## src/rtl/minirisc_pkg.sv

```systemverilog
// Shared encodings for the mini-RISC control unit: opcodes, ALU codes, mux selects,
// FSM states, plus the opcode classifier used in DECODE.
package minirisc_pkg;

  localparam logic [5:0] OP_RALU  = 6'd0;
  localparam logic [5:0] OP_ADDI  = 6'd1;
  localparam logic [5:0] OP_LD    = 6'd2;
  localparam logic [5:0] OP_ST    = 6'd3;
  localparam logic [5:0] OP_BR    = 6'd4;
  localparam logic [5:0] OP_BZ    = 6'd5;
  localparam logic [5:0] OP_BNZ   = 6'd6;
  localparam logic [5:0] OP_BLTZ  = 6'd7;
  localparam logic [5:0] OP_CALL  = 6'd8;
  localparam logic [5:0] OP_HALT  = 6'd9;
  localparam logic [5:0] OP_COMPI = 6'd10;

  localparam logic [3:0] ALU_ADD   = 4'd0;
  localparam logic [3:0] ALU_COMP  = 4'd1;
  localparam logic [3:0] ALU_AND   = 4'd2;
  localparam logic [3:0] ALU_XOR   = 4'd3;
  localparam logic [3:0] ALU_SHLL  = 4'd4;
  localparam logic [3:0] ALU_SHRL  = 4'd5;
  localparam logic [3:0] ALU_SHLLV = 4'd6;
  localparam logic [3:0] ALU_SHRLV = 4'd7;
  localparam logic [3:0] ALU_SHRA  = 4'd8;
  localparam logic [3:0] ALU_SHRAV = 4'd9;

  localparam logic [1:0] PC_SEL_SEQ   = 2'd0;
  localparam logic [1:0] PC_SEL_LABEL = 2'd1;
  localparam logic [1:0] PC_SEL_REL   = 2'd2;
  localparam logic [1:0] PC_SEL_RS    = 2'd3;

  localparam logic [1:0] WSEL_ALU  = 2'd0;
  localparam logic [1:0] WSEL_MEM  = 2'd1;
  localparam logic [1:0] WSEL_LINK = 2'd2;

  typedef enum logic [2:0] {
    S_FETCH,
    S_DECODE,
    S_EXEC,
    S_MEM,
    S_WB,
    S_HALT
  } state_t;

  typedef enum logic [2:0] {
    CL_ALU,
    CL_LD,
    CL_ST,
    CL_BR,
    CL_BZ,
    CL_BNZ,
    CL_BLTZ,
    CL_CALL
  } iclass_t;

  typedef struct packed {
    logic       legal;
    logic       halt;
    iclass_t    cls;
    logic [3:0] alu;
    logic       src_imm;
  } dec_t;

  function automatic dec_t decode_op(input logic [5:0] opcode, input logic [5:0] func);
    dec_t d;
    d.legal   = 1'b1;
    d.halt    = 1'b0;
    d.cls     = CL_ALU;
    d.alu     = ALU_ADD;
    d.src_imm = 1'b0;
    case (opcode)
      OP_RALU: begin
        d.alu   = func[3:0];
        d.legal = (func[5:4] == 2'b00);
      end
      OP_ADDI:  d.src_imm = 1'b1;
      OP_COMPI: begin
        d.src_imm = 1'b1;
        d.alu     = ALU_COMP;
      end
      OP_LD: begin
        d.cls     = CL_LD;
        d.src_imm = 1'b1;
      end
      OP_ST: begin
        d.cls     = CL_ST;
        d.src_imm = 1'b1;
      end
      OP_BR:   d.cls  = CL_BR;
      OP_BZ:   d.cls  = CL_BZ;
      OP_BNZ:  d.cls  = CL_BNZ;
      OP_BLTZ: d.cls  = CL_BLTZ;
      OP_CALL: d.cls  = CL_CALL;
      OP_HALT: d.halt = 1'b1;
      default: d.legal = 1'b0;
    endcase
    return d;
  endfunction

endpackage

```

## src/rtl/minirisc_mem_timer.sv

```systemverilog
// Counts consecutive ack-less wait cycles; expired flags the MEM_TIMEOUT-th such cycle.
// No latency beyond one register; an ack in the expiring cycle drops en and so wins.
module minirisc_mem_timer #(
  parameter int MEM_TIMEOUT = 16,
  parameter int TO_W        = 5
) (
  input  logic clk,
  input  logic rst,
  input  logic clr,
  input  logic en,
  output logic expired
);

  logic [TO_W-1:0] cnt;

  assign expired = en && (cnt == TO_W'(MEM_TIMEOUT - 1));

  always_ff @(posedge clk) begin
    if (rst || clr) begin
      cnt <= '0;
    end else if (en && !expired) begin
      cnt <= cnt + TO_W'(1);
    end
  end

endmodule

```

## src/rtl/minirisc_ctrl_fsm.sv

```systemverilog
// Multi-cycle control sequencer: FETCH/DECODE/EXEC/MEM/WB/HALT, one instruction at a time.
// Waits on imem_ack/dmem_ack with a shared timeout; a timeout halts with sticky bus_error.
module minirisc_ctrl_fsm
  import minirisc_pkg::*;
#(
  parameter int MEM_TIMEOUT = 16,
  parameter int TO_W        = 5
) (
  input  logic       clk,
  input  logic       rst,
  input  logic [5:0] opcode,
  input  logic [5:0] func,
  input  logic       rs_zero,
  input  logic       rs_neg,
  input  logic       imem_ack,
  input  logic       dmem_ack,
  output logic       imem_req,
  output logic       ir_load,
  output logic       pc_load,
  output logic [1:0] pc_sel,
  output logic       rf_we,
  output logic [1:0] rf_wsel,
  output logic       alu_src_imm,
  output logic [3:0] alu_ctrl,
  output logic       dmem_req,
  output logic       dmem_we,
  output logic       halted,
  output logic       illegal_op,
  output logic       bus_error
);

  state_t     state;
  iclass_t    cls_q;
  logic [3:0] alu_q;
  logic       src_q;
  logic       bus_err_q;
  dec_t       dec;
  logic       wait_miss;
  logic       to_expired;

  assign dec = decode_op(opcode, func);

  // Only ack-less FETCH/MEM cycles advance the timer; any other cycle clears it,
  // so every entry into a waiting state starts from zero.
  assign wait_miss = ((state == S_FETCH) && !imem_ack) || ((state == S_MEM) && !dmem_ack);

  minirisc_mem_timer #(
    .MEM_TIMEOUT(MEM_TIMEOUT),
    .TO_W       (TO_W)
  ) u_timer (
    .clk    (clk),
    .rst    (rst),
    .clr    (!wait_miss),
    .en     (wait_miss),
    .expired(to_expired)
  );

  always_ff @(posedge clk) begin
    if (rst) begin
      state     <= S_FETCH;
      cls_q     <= CL_ALU;
      alu_q     <= '0;
      src_q     <= 1'b0;
      bus_err_q <= 1'b0;
    end else begin
      case (state)
        S_FETCH: begin
          if (imem_ack) begin
            state <= S_DECODE;
          end else if (to_expired) begin
            state     <= S_HALT;
            bus_err_q <= 1'b1;
          end
        end
        S_DECODE: begin
          if (dec.halt) begin
            state <= S_HALT;
          end else if (dec.legal) begin
            state <= S_EXEC;
            cls_q <= dec.cls;
            alu_q <= dec.alu;
            src_q <= dec.src_imm;
          end else begin
            state <= S_FETCH;
          end
        end
        S_EXEC: begin
          case (cls_q)
            CL_ALU:       state <= S_WB;
            CL_LD, CL_ST: state <= S_MEM;
            default:      state <= S_FETCH;
          endcase
        end
        S_MEM: begin
          if (dmem_ack) begin
            state <= (cls_q == CL_ST) ? S_FETCH : S_WB;
          end else if (to_expired) begin
            state     <= S_HALT;
            bus_err_q <= 1'b1;
          end
        end
        S_WB:    state <= S_FETCH;
        S_HALT:  state <= S_HALT;
        default: state <= S_FETCH;
      endcase
    end
  end

  always_comb begin
    imem_req    = 1'b0;
    ir_load     = 1'b0;
    pc_load     = 1'b0;
    pc_sel      = PC_SEL_SEQ;
    rf_we       = 1'b0;
    rf_wsel     = WSEL_ALU;
    alu_src_imm = 1'b0;
    alu_ctrl    = ALU_ADD;
    dmem_req    = 1'b0;
    dmem_we     = 1'b0;
    halted      = 1'b0;
    illegal_op  = 1'b0;
    bus_error   = bus_err_q;
    case (state)
      S_FETCH: begin
        imem_req = 1'b1;
        ir_load  = imem_ack;
      end
      S_DECODE: begin
        // Unknown opcodes retire as a NOP: step the PC and refetch.
        if (!dec.legal) begin
          illegal_op = 1'b1;
          pc_load    = 1'b1;
        end
      end
      S_EXEC: begin
        alu_ctrl    = alu_q;
        alu_src_imm = src_q;
        case (cls_q)
          CL_BR: begin
            pc_load = 1'b1;
            pc_sel  = PC_SEL_LABEL;
          end
          CL_BZ: begin
            pc_load = 1'b1;
            pc_sel  = rs_zero ? PC_SEL_REL : PC_SEL_SEQ;
          end
          CL_BNZ: begin
            pc_load = 1'b1;
            pc_sel  = rs_zero ? PC_SEL_SEQ : PC_SEL_REL;
          end
          CL_BLTZ: begin
            pc_load = 1'b1;
            pc_sel  = rs_neg ? PC_SEL_REL : PC_SEL_SEQ;
          end
          CL_CALL: begin
            pc_load = 1'b1;
            pc_sel  = PC_SEL_LABEL;
            rf_we   = 1'b1;
            rf_wsel = WSEL_LINK;
          end
          default: ;
        endcase
      end
      S_MEM: begin
        alu_ctrl    = alu_q;
        alu_src_imm = src_q;
        dmem_req    = 1'b1;
        dmem_we     = (cls_q == CL_ST);
        if (dmem_ack && (cls_q == CL_ST)) begin
          pc_load = 1'b1;
        end
      end
      S_WB: begin
        alu_ctrl    = alu_q;
        alu_src_imm = src_q;
        rf_we       = 1'b1;
        rf_wsel     = (cls_q == CL_LD) ? WSEL_MEM : WSEL_ALU;
        pc_load     = 1'b1;
      end
      S_HALT:  halted = 1'b1;
      default: ;
    endcase
  end

endmodule

```

## config.mk

```make
export PLATFORM = sky130hd
export DESIGN_NAME = minirisc_ctrl_fsm
export DESIGN_NICKNAME = d
export VERILOG_FILES = /design/src/rtl/minirisc_pkg.sv /design/src/rtl/minirisc_mem_timer.sv /design/src/rtl/minirisc_ctrl_fsm.sv
export SDC_FILE = /design/constraint.sdc
export NUM_CORES = 1
export LEC_CHECK = 0
export ABC_AREA = 1
export BUFFER_PORTS_ARGS = -buffer_cell sky130_fd_sc_hd__buf_2
export CAP_MARGIN = 20
export CORE_ASPECT_RATIO = 0.75
export CORE_MARGIN = 2
export CORE_UTILIZATION = 45
export CTS_CLUSTER_SIZE = 16
export DETAILED_ROUTE_END_ITERATION = 7
export PLACE_DENSITY = 0.7
export SETUP_SLACK_MARGIN = 0.3
export SLEW_MARGIN = 40
export SYNTH_ARGS = -nofsm -noshare
export SYNTH_HDL_FRONTEND = slang
export SYNTH_SLANG_ARGS = --single-unit
```

## constraint.sdc

```tcl
create_clock -name clk -period 2.8 [get_ports clk]
set_input_delay 0.7 -clock clk [delete_from_list [all_inputs] [get_ports clk]]
set_output_delay 0.7 -clock clk [all_outputs]
set_load 0.005 [all_outputs]
```

Word level (Yosys, flattened, before mapping) --
Index checks and enable logic that the tools add are counted.
Storage, ports and cells: flip-flop bits (word level) 17, output and inout bits 18
Cells by class: $add $sub $neg 1, reductions and logical operators 24, equal/unequal tests 25, mux-type cells 39, bitwise logic cells 1
Operator list (number):
- equality test 6 x 3 -> 1 bit, second input constant | 4
- one-hot mux 3 bit (7 select lines) | 1
- equality test 3 bit, second input constant | 6
- equality test 6 x 4 -> 1 bit, second input constant | 3
- 2-to-1 mux 1 bit | 17
- 2-to-1 mux 3 bit | 5
- one-hot mux 3 bit (5 select lines) | 1
- equality test 3 x 2 -> 1 bit, second input constant | 4
- equality test 6 x 2 -> 1 bit, second input constant | 2
- 2-to-1 mux 2 bit | 6
- OR reduction 10 bit | 1
- one-hot mux 2 bit (4 select lines) | 1
- one-hot mux 4 bit (2 select lines) | 1
- equality test 3 x 1 -> 1 bit, second input constant | 2
- equality test 6 x 1 -> 1 bit, second input constant | 1
- zero test 3 bit | 2
- zero test 6 bit | 1
- one-hot mux 1 bit (2 select lines) | 3
- one-hot mux 3 bit (2 select lines) | 1
- AND reduction 3 bit | 2
- adder 5 x 1 -> 5 bit, second input constant | 1
- equality test 5 x 4 -> 1 bit, second input constant | 1
- logical AND 1 bit | 5
- OR reduction 5 bit | 1
- 12 further kinds | 18

Depth between registers and ports, before layout --
depth in word-level cells 7, mapped depth 11, depth with buffers taken out 11

Hierarchy --
Synthesis repeated with hierarchy kept, for this count alone.
Second synthesis, totals: cell total of the unflattened synthesis 212, area total of the unflattened synthesis 1356.3 sq um
Modules (own cells, without submodules):
- minirisc_ctrl_fsm | area each 1072.3 sq um, sequential area each 240.2 sq um, cells each 174, instances 1
- minirisc_mem_timer | area each 284.0 sq um, sequential area each 100.1 sq um, cells each 38, instances 1

Worst setup path before layout --
OpenSTA, ideal clock, no wires.
path kind input to output, from in opcode[5], to out pc_load, data required time 2.100 ns, cell stages on the path 8, path buffers 0, path slack 0.702 ns, arrival time 1.398 ns, path through nor2_4 -> inv_2 -> nor2_4 -> nand2_2 -> nand2_2 -> nor2_4 -> nand3_1 -> o211ai_1
Between the ends: longest elaborated chain between the ends 5, elaborated cells between the ends (all ways) 15, those cells by class eq/ne: 10; mux: 3; reduce/logical: 2
Ends and longest elaborated chain:
- start, declared | RTL line minirisc_ctrl_fsm.sv:11 | input logic [5:0] opcode,
- equality test 6 x 4 -> 1 bit (tied with other cells) | RTL line minirisc_pkg.sv:72 | case (opcode)
- OR reduction 10 bit (no source line)
- one-hot mux 1 bit (2 select lines) (*) | RTL line minirisc_pkg.sv:72
- 2-to-1 mux 1 bit (*) | RTL line minirisc_ctrl_fsm.sv:130 | if (!dec.legal) begin
- one-hot mux 1 bit (4 select lines) (*) | RTL line minirisc_ctrl_fsm.sv:123 | case (state)
- end, declared | RTL line minirisc_ctrl_fsm.sv:19 | output logic pc_load,
Every way passes the cells marked *; elsewhere a longest branch is shown, timed or not.

Worst setup path in the final report --
from in opcode[2], to out pc_load
The elaborated chain is that of the path after synthesis.

==> impl_results.md <==
- Hold_buf cts: 0
- Port Buffers: 35
- Global-route track usage on met3: 4.04%
- Die width: 65.6 um
- Congestion Overflow GR: 0
- Hold Path Depth: 2
- First-pass DRT Iterations: 4
- Flop pwr share: 45.8%
- CTS buffer count: 3
- Comb pwr share: 21.5%
- R2r worst-path depth: 8
- Worst R2R Setup Slack: 1.26 ns
- Yosys cell types: 29
- Full die area: 0.00329 mm2
- Clock sink count: 17
- Routed WL: 2.65 mm
- Utilization after layout: 57.5%
- Leak: 0.768 nW
- Remaining DRCs: 0
- Slowest stage delay, CP: 0.20 ns
- Routability cong.: 0.855
- CP endpoint kind: output port
- DRT antenna net count: 0
- Post-synthesis cell count: 201
- Gr busiest metal: met2
- HPWL after detailed placement: 2.11 mm
- Asr flop ratio synth: 0%
- Io pins: 36
- HP Class: register to register
- CTS clk-pin slew, worst paths: 0.07 ns
- P_int: 0.395 mW
- Crit path max-delay family: simple AND/OR/NAND/NOR gates
- Max Slew Vio Count: 0
- Postcts setup bufs: 0
- Worst relative slew slack: 72.2%
- Reg-to-reg startpoint: u_timer.cnt[0]
- 1st-iter DRT viols: 55
- Met2 Usage GRT: 26.9%
- N_diodes: 0
- Peak Freq: 0.416 GHz
- Switching Share: 30.1%
- Finished Layout Cells: 275
- CP Launch Type: input pin
- Critical path's slowest cell: nor2_2
- WS Path Type: input pin to output port
- Cell Area, Synth: 0.00128 mm2
- Synth Register Bits: 17
- Final Setup Violations: 0
- Initial antenna violation count: 0
- Status: complete, no violations
- RSZ-0062 raised after global routing: no
- Setup TNS: 0 ns
- CTS tree: yes
- Critical path arrival: 1.70 ns
- Seq/Total Area, Yosys: 26.6%
- Mean area per synthesized cell: 6.37 um2
- Placed instance count: 270
- Pwr Density: 369 mW/mm2
- Period minus WS final: 2.40 ns
- VDD IR max: 0.259 mV
- Core area: 0.00266 mm2
- Commonest non-fill, non-tap cell in the layout: nor2_1
- P_sw: 0.170 mW
- Crit path buffers/inverters: 2
- Nets@finish: 260
- Final Hold Fails: 0
- Layout area overhead: 19.6%
- WHS Endpoint: bus_error
- Vias in the first global route: 1134
- Fin Clk Skew: 0.00338 ns
- First-pass GRT wire length: 4.66 mm
- Maximum clock path buffer count: 2
- Gr usage total: 17.8%
- Drt wl/cell: 9.65 um
- Largest net degree at the start of global routing: 14
- FP Rows: 16
- Net count after synthesis: 221
- Crit share post-route: 85.8%
- Number of synthesized flops with an enable pin: 0
- Hold WS: 0.454 ns
- Commonest cells after routing, fill and taps aside: nor2_1 (36), buf_2 (35), inv_1 (33)
- Via density: 4.73
- Max Cap Viol: 0
- H-tree levels: 1
- Worst R2R End: state[0]
- Initial Util: 48.1%
- Layout cells sized above 1: 30.1%
- Hold path start: bus_error
- Via count: 1302
- Final Power: 0.565 mW
- Post-cts repair resize count: 0
- Measured slew at the worst slew-check pin: 0.414 ns
- Root buf cell: clkbuf_8
- Critical path, cell by cell: buf_2, nor2_2, nand3_1, nand3_2, nor2_4, nand3_1, o211ai_1, buf_2
- Critical Path RT: 2.10 ns
- Met1 Use GR: 25.8%
- Synth warnings: 0
- Clk network pwr share: 32.7%
- Crit path max fanout: 4
- Die Y: 50.2 um
- Clock Latency Late Sink: 0.25 ns
- Post-synth top flop: dfxtp_1
power groups by stage:
| stage | combinational, mW | clock, mW | sequential [mW] |
|---|---|---|---|
| 3_3_place_gp | 0.119 | 0 | 0.264 |
| 2_1_floorplan | 0.0895 | 0 | 0.263 |
| 6_report | 0.122 | 0.185 | 0.259 |
| 3_5_place_dp | 0.119 | 0 | 0.264 |
| 5_1_grt | 0.139 | 0.202 | 0.260 |
| 4_1_cts | 0.120 | 0.191 | 0.259 |
final cells by class:
cell class / instances / area [um2]
clock buffer: 3 / 41.3
fill: 269 / 1130
multi-input combinational: 144 / 777
sequential: 17 / 340
clock inverter: 1 / 5.00
timing repair buffer: 35 / 175
tap: 36 / 45.0
inverter: 39 / 146
synth_stat cells (2+ instances only):
library cell	count	area (um2)
a21oi_1	12	60.1
a21oi_2	2	17.5
dfxtp_1	17	340
ha_1	2	25.0
inv_1	33	124
inv_2	5	18.8
nand2_1	30	113
nand2_2	5	31.3
nand3_1	14	70.1
nand3_2	6	60.1
nand3b_1	2	15.0
nand4_1	3	18.8
nor2_1	36	135
nor2_2	7	43.8
nor2_4	3	33.8
nor3_1	5	25.0
o211ai_1	2	15.0
o21ai_0	5	25.0
xor2_1	2	17.5
cells by family (layout without fill, tap and decap cells):
kind of cell	count (synthesis)	after routing	synth area share, %
buf+inv	41	78	13.6
compound gates	25	25	11.6
flops	17	17	26.6
simple gates	114	115	44.9
xor+xnor	2	2	1.37
fa+ha+maj	2	2	1.95
metrics by stage:
step                      setup slack, ns  instance area [um2]
after detailed placement            0.369                 1470
after global placement              0.382                 1470
after floorplan                     0.702                 1280
after CTS                           0.367                 1520
final                               0.399                 1530
after global routing                0.310                 1530
worst reg2reg max path: cells and delay by family (launching register included):
kind / cells / cell delay, ns
flops: 1 / 0.34
compound gates: 2 / 0.20
simple gates: 3 / 0.29
buf+inv: 1 / 0.18
fa+ha+maj: 2 / 0.42
metal layers:
metal / wire length (um) / part of all wire (%)
met1: 1450 / 54
met2: 1060 / 40
met3: 128 / 4.8
met4: 23 / 0.87
met5: 0 / 0
worst max-delay path by stage:
| stage | from | endpoint | cells after the start |
|---|---|---|---|
| after global placement | opcode[5] | pc_load | 8 |
| after global routing | opcode[2] | pc_load | 8 |
| final | opcode[2] | pc_load | 8 |
| after floorplan | opcode[5] | pc_load | 8 |
| after CTS | opcode[5] | pc_load | 10 |
| after detailed placement | opcode[5] | pc_load | 10 |
state kept, by name, indices dropped and copies added (netlist names):
name and count:
bus_error 1, src_q 1, cls_q 3, u_timer.cnt 5
state 3, alu_q 4
Power figures use the tool's default switching activity.
